===== src/rtl/dbg_bus_master.sv =====
// Serial debug bridge: turns UART command bytes into read/write cycles on the CPU memory bus.
// Optional burst-read command 'B' is built when DBG_BUS_MASTER_BURST_EN is defined.
module dbg_bus_master #(
  parameter int unsigned READ_LAT = 1,
  parameter logic [7:0]  ACK_BYTE = 8'h2E,
  parameter logic [7:0]  ERR_BYTE = 8'h3F
) (
  input  logic        clk,
  input  logic        rst,
  input  logic [7:0]  rx_data,
  input  logic        rx_valid,
  output logic        rx_ready,
  output logic [7:0]  tx_data,
  output logic        tx_valid,
  input  logic        tx_ready,
  output logic        bus_req,
  input  logic        bus_gnt,
  output logic [15:0] address,
  output logic [7:0]  dout,
  input  logic [7:0]  din,
  output logic        read
);

  localparam int unsigned     LAT_W    = (READ_LAT > 1) ? $clog2(READ_LAT) : 1;
  localparam logic [LAT_W-1:0] LAT_LOAD = LAT_W'(READ_LAT - 1);

  localparam logic [7:0] CMD_W = 8'h57;
  localparam logic [7:0] CMD_R = 8'h52;
`ifdef DBG_BUS_MASTER_BURST_EN
  localparam logic [7:0] CMD_B = 8'h42;
`endif

  typedef enum logic [3:0] {
    S_IDLE,
    S_ADDR_H,
    S_ADDR_L,
    S_DATA,
`ifdef DBG_BUS_MASTER_BURST_EN
    S_COUNT,
`endif
    S_REQ,
    S_WRITE,
    S_RWAIT,
    S_RESP
  } state_t;

  state_t           state;
  logic [7:0]       cmd;
  logic             granted;
  logic [LAT_W-1:0] lat_cnt;
`ifdef DBG_BUS_MASTER_BURST_EN
  logic [8:0]       burst_left;
`endif

  logic rx_accept;
  assign rx_accept = rx_valid & rx_ready;

  function automatic logic known_cmd(input logic [7:0] b);
`ifdef DBG_BUS_MASTER_BURST_EN
    return (b == CMD_W) || (b == CMD_R) || (b == CMD_B);
`else
    return (b == CMD_W) || (b == CMD_R);
`endif
  endfunction

  // NOTE: every register here, outputs included, is state of one FSM, so all
  // updates are non-blocking and every register gets a value under reset.
  always_ff @(posedge clk or negedge rst) begin
    if (!rst) begin
      state    <= S_IDLE;
      cmd      <= '0;
      granted  <= 1'b0;
      lat_cnt  <= '0;
      rx_ready <= 1'b0;
      tx_data  <= '0;
      tx_valid <= 1'b0;
      bus_req  <= 1'b0;
      address  <= '0;
      dout     <= '0;
      read     <= 1'b1;
`ifdef DBG_BUS_MASTER_BURST_EN
      burst_left <= '0;
`endif
    end else begin
      case (state)
        S_IDLE: begin
          rx_ready <= 1'b1;
          if (rx_accept) begin
            cmd <= rx_data;
            if (known_cmd(rx_data)) begin
              state <= S_ADDR_H;
            end else begin
              rx_ready <= 1'b0;
              tx_data  <= ERR_BYTE;
              tx_valid <= 1'b1;
              state    <= S_RESP;
            end
          end
        end

        S_ADDR_H: begin
          if (rx_accept) begin
            address[15:8] <= rx_data;
            state         <= S_ADDR_L;
          end
        end

        S_ADDR_L: begin
          if (rx_accept) begin
            address[7:0] <= rx_data;
            if (cmd == CMD_W) begin
              state <= S_DATA;
`ifdef DBG_BUS_MASTER_BURST_EN
            end else if (cmd == CMD_B) begin
              state <= S_COUNT;
`endif
            end else begin
              rx_ready <= 1'b0;
              bus_req  <= 1'b1;
              state    <= S_REQ;
            end
          end
        end

        S_DATA: begin
          if (rx_accept) begin
            dout     <= rx_data;
            rx_ready <= 1'b0;
            bus_req  <= 1'b1;
            state    <= S_REQ;
          end
        end

`ifdef DBG_BUS_MASTER_BURST_EN
        S_COUNT: begin
          if (rx_accept) begin
            // A count byte of zero stands for a full 256-byte burst.
            burst_left <= (rx_data == 8'h00) ? 9'd256 : {1'b0, rx_data};
            rx_ready   <= 1'b0;
            bus_req    <= 1'b1;
            state      <= S_REQ;
          end
        end
`endif

        S_REQ: begin
          // The grant is registered first so the bus cycle starts one clock after it is seen.
          if (granted) begin
            granted <= 1'b0;
            if (cmd == CMD_W) begin
              read  <= 1'b0;
              state <= S_WRITE;
            end else begin
              lat_cnt <= LAT_LOAD;
              state   <= S_RWAIT;
            end
          end else if (bus_gnt) begin
            granted <= 1'b1;
          end
        end

        S_WRITE: begin
          read     <= 1'b1;
          tx_data  <= ACK_BYTE;
          tx_valid <= 1'b1;
          state    <= S_RESP;
        end

        S_RWAIT: begin
          if (lat_cnt == '0) begin
            tx_data  <= din;
            tx_valid <= 1'b1;
            state    <= S_RESP;
`ifdef DBG_BUS_MASTER_BURST_EN
            if (cmd == CMD_B) begin
              address    <= address + 16'd1;
              burst_left <= burst_left - 9'd1;
            end
`endif
          end else begin
            lat_cnt <= lat_cnt - 1'b1;
          end
        end

        S_RESP: begin
          if (tx_ready) begin
            tx_valid <= 1'b0;
`ifdef DBG_BUS_MASTER_BURST_EN
            if (cmd == CMD_B && burst_left != '0) begin
              lat_cnt <= LAT_LOAD;
              state   <= S_RWAIT;
            end else begin
              bus_req  <= 1'b0;
              rx_ready <= 1'b1;
              state    <= S_IDLE;
            end
`else
            bus_req  <= 1'b0;
            rx_ready <= 1'b1;
            state    <= S_IDLE;
`endif
          end
        end

        default: begin
          state <= S_IDLE;
        end
      endcase
    end
  end

endmodule


===== config.mk =====
export PLATFORM = sky130hd
export DESIGN_NAME = dbg_bus_master
export DESIGN_NICKNAME = d
export VERILOG_FILES = /design/src/rtl/dbg_bus_master.sv
export SDC_FILE = /design/constraint.sdc
export NUM_CORES = 1
export LEC_CHECK = 0
export ABC_CLOCK_PERIOD_IN_PS = 1820
export CAP_MARGIN = 0
export CORE_ASPECT_RATIO = 0.5
export CORE_UTILIZATION = 45
export DETAILED_ROUTE_END_ITERATION = 12
export GPL_TIMING_DRIVEN = 0
export PLACE_DENSITY = 0.73
export SETUP_SLACK_MARGIN = 0.4
export SYNTH_ARGS = -nofsm -noshare
export SYNTH_HDL_FRONTEND = slang
export SYNTH_SLANG_ARGS = --single-unit
export TNS_END_PERCENT = 100

===== constraint.sdc =====
create_clock -name clk -period 1.82 [get_ports clk]
set_input_delay 0.364 -clock clk [delete_from_list [all_inputs] [get_ports clk]]
set_output_delay 0.364 -clock clk [all_outputs]
set_load 0.1 [all_outputs]

==> impl_summary.txt <==
----------------------------------------------------
[Outcome]
  Run status ... finished, final reports clean

[Cells and area]
  Count of antenna diodes in the layout ... 0
  Footprint of the flip-flops and latches ... 1210 um2
  Most frequent cells in the layout ... 46 x sky130_fd_sc_hd__dfrtp_1, 42 x sky130_fd_sc_hd__buf_4, 26 x sky130_fd_sc_hd__mux2_4
  Net total in the final layout ... ~280
  Combined area of the multi-input logic cells ... around 1200 um2
  Final cell utilization of the core ... between 70 and 80%
  Number of filler cells placed in the layout ... about 330
  Non-filler cells, final ... ~320
  Share of layout cells above drive strength 1 ... 52.7%
  Most common cell after layout, fill and taps aside ... sky130_fd_sc_hd__dfrtp_1
  Growth of design area from synthesis to finish ... 50.3%

[Die]
  Die area ... approximately 5200 um2
  Starting Density ... 48.4%
  DIE WIDTH ... 101 um
  Top-Level Pins ... 57
  Number of placement rows ... 17
  Placeable core region ... 4530 um2
  Vertical die dimension ... 51.4 um

[Timing]
  Final Setup Violations ... 0
  Worst-Margin Slew ... between 0.3 and 0.4 ns
  Upper clock frequency limit ... between 0.6 and 0.7 GHz
  Final hold viol count ... 0
  Max-slew violation total from the final report ... 0
  RSZ-0062 raised after global routing ... yes
  Worst clock skew on the final layout ... just under 0.006 ns
  Worst slew margin relative to its limit ... between 70% and 80%
  Final worst-path cycle share ... between 80% and 90%
  Post-layout min period ... 1.58 ns

[Setup path]
  Data required time of the critical path ... 2.02 ns
  Delay contributed by the slowest stage of the critical path ... 0.42 ns
  Startpoint kind of the worst setup timing path ... flop
  Buffering stage count on the worst path with inverters included ... 1
  CP delay by family, top ... flip-flops
  Library cell contributing the largest single delay on the critical path ... sky130_fd_sc_hd__dfrtp_1
  CP Max Fanout ... 3
  Setup CP Type ... reg -> reg
  Capturing element type of the critical path ... flop
  Critical path, cell by cell ... buf_6 -> or3_4 -> a22oi_2 -> mux2_4
  Endpoint arrival time on the critical path ... between 1.5 and 2 ns

[CTS]
  Clock transition at the registers of the reported paths ... roughly 0.09 ns
  Inserted Clock Buffers ... 5
  Clk root buf ... sky130_fd_sc_hd__clkbuf_8
  CTS Sinks ... 48
  CTS tree ... yes
  Count of H-tree levels built during CTS ... 2
  Clk buf depth ... 2
  Clock insertion delay at the later pin of the skew report ... about 0.31 ns

[Detailed routing]
  Via-per-instance ratio ... 5.50
  Wire per inst ... 17.7 um
  Residual DRC count ... 0
  Vias after detailed routing ... roughly 1.8k
  Initial drt markers ... 80
  Routed WL ... 5.71 mm
  Number of iterations in the first detailed-routing pass ... 4
  Antenna-violating nets left ... 0

[Place]
  Placed cells ... a little under 300
  Post-detail-place hpwl ... approximately 3.6 mm
  Buffers on Ports ... 56
  Final weighted congestion in routability-driven placement ... between 0.8 and 0.9

[Yosys]
  Share of async-settable or async-resettable flops after synthesis ... 100%
  Number of storage elements in the synthesis netlist ... between 40 and 50
  Post-synthesis cell area ... roughly 2200 um2
  Synthesized area per cell ... between 10 and 15 um2
  Count of flip-flops with a built-in enable after synthesis ... 0
  Fraction of the yosys area taken by sequential cells ... between 50% and 60%
  Post-Synthesis Net Count ... just under 200
  Number of standard cells after synthesis ... 175
  Most instantiated flip-flop cell in the synthesis netlist ... sky130_fd_sc_hd__dfrtp_1
  Syn. warnings ... 0
  Library cells used by synthesis ... 47

[GRT]
  Antenna violations before repair ... 0
  Maximum number of pins on one net before global-route repair ... just over 40
  First-pass GRT wire length ... ~9 mm
  Total global routing overflow ... 0
  Vias in the first global route ... about 1.8k
  Gr usage total ... 24.1%

[Worst hold path]
  Classification of the worst-slack hold path ... in -> reg

[Job]
  Max capacitance violation total ... 0

----------------------------------------------------
==> routing by layer <==
metal  global-route usage [%]  vias to the layer above  share of wire [%]
met5                        0                        -                  0
met4                     8.70                        0                1.8
met3                     6.57                       14                6.5
met2                     38.2                       76                 46
met1                     32.0                      867                 46
li1                         -                      813                  -
==> worst paths after layout <==
kind / from / endpoint / slack [ns] / cells past startpoint
max in group asynchronous: rst / read / 0.87 / 3
worst max-delay path: state[1] / rx_ready / 0.24 / 4
min in group asynchronous: rst / tx_valid / 0.43 / 2
worst max register to register: state[1] / rx_ready / 0.24 / 4
worst min-delay path: rx_data[7] / address[7] / 0.38 / 2
worst min register to register: address[15] / address[15] / 0.51 / 1
==> cell families (layout without fill, tap and decap cells) <==
| group | Yosys count | count (layout) | synth area share, % |
|---|---|---|---|
| buf+inv | 11 | 92 | 2.23 |
| mux | 33 | 33 | 17.0 |
| simple gates | 46 | 46 | 12.7 |
| flops | 48 | 48 | 54.9 |
| xor+xnor | 1 | 1 | 0.400 |
| compound gates | 36 | 36 | 12.8 |
==> sequential cells by signal, summed over array words and instances, names as in the netlist <==
name      flops
address      16
granted       1
cmd           8
tx_valid      1
state         3
bus_req       1
dout          8
tx_data       8
read          1
rx_ready      1
==> stage by stage <==
stage,hold WS [ns],area [um2],setup slack [ns],setup TNS (ns)
6_report,0.375,3290,0.242,0
5_1_grt,0.387,3290,0.226,0
4_1_cts,0.377,3160,0.280,0
3_5_place_dp,0.239,2930,-0.306,-6.72
3_3_place_gp,0.487,2910,-1.23,-50.06
2_1_floorplan,0.0684,2270,0.249,0
==> timing repair <==
| item | 4_1_cts | 5_1_grt |
|---|---|---|
| endpoints found under the hold margin | 8 | 0 |
| pin swaps | 11 | 11 |
| gates resized for setup | 265 | 33 |
| gates cloned | 1 | 0 |
| endpoints found under the setup margin | 82 | 49 |
| hold buffers | 1 | 0 |
| buffers inserted | 13 | 1 |
==> cell usage after synthesis (3+ instances only) <==
master / count / area share [%]
sky130_fd_sc_hd__a21oi_1: 4 / 0.91
sky130_fd_sc_hd__dfrtp_1: 47 / 54
sky130_fd_sc_hd__o21ai_0: 4 / 0.91
sky130_fd_sc_hd__o32a_1: 4 / 1.8
sky130_fd_sc_hd__nand3_1: 3 / 0.68
sky130_fd_sc_hd__buf_2: 6 / 1.4
sky130_fd_sc_hd__mux2_2: 33 / 17
sky130_fd_sc_hd__nor2b_1: 3 / 0.86
sky130_fd_sc_hd__nor2_1: 4 / 0.68
sky130_fd_sc_hd__inv_1: 4 / 0.68
sky130_fd_sc_hd__nand2_1: 16 / 2.7
==> layout make-up <==
class,count,share of cell area (%)
inverter,4,0.456
buffer,7,2.24
timing repair buffer,73,20.2
clock buffer,6,2.51
clock inverter,2,0.418
multi-input combinational,116,35.0
tap,66,2.51
sequential,48,36.6
Power is not shown: default switching activity piles up to over one toggle a cycle in this logic, so the estimate is an artifact.
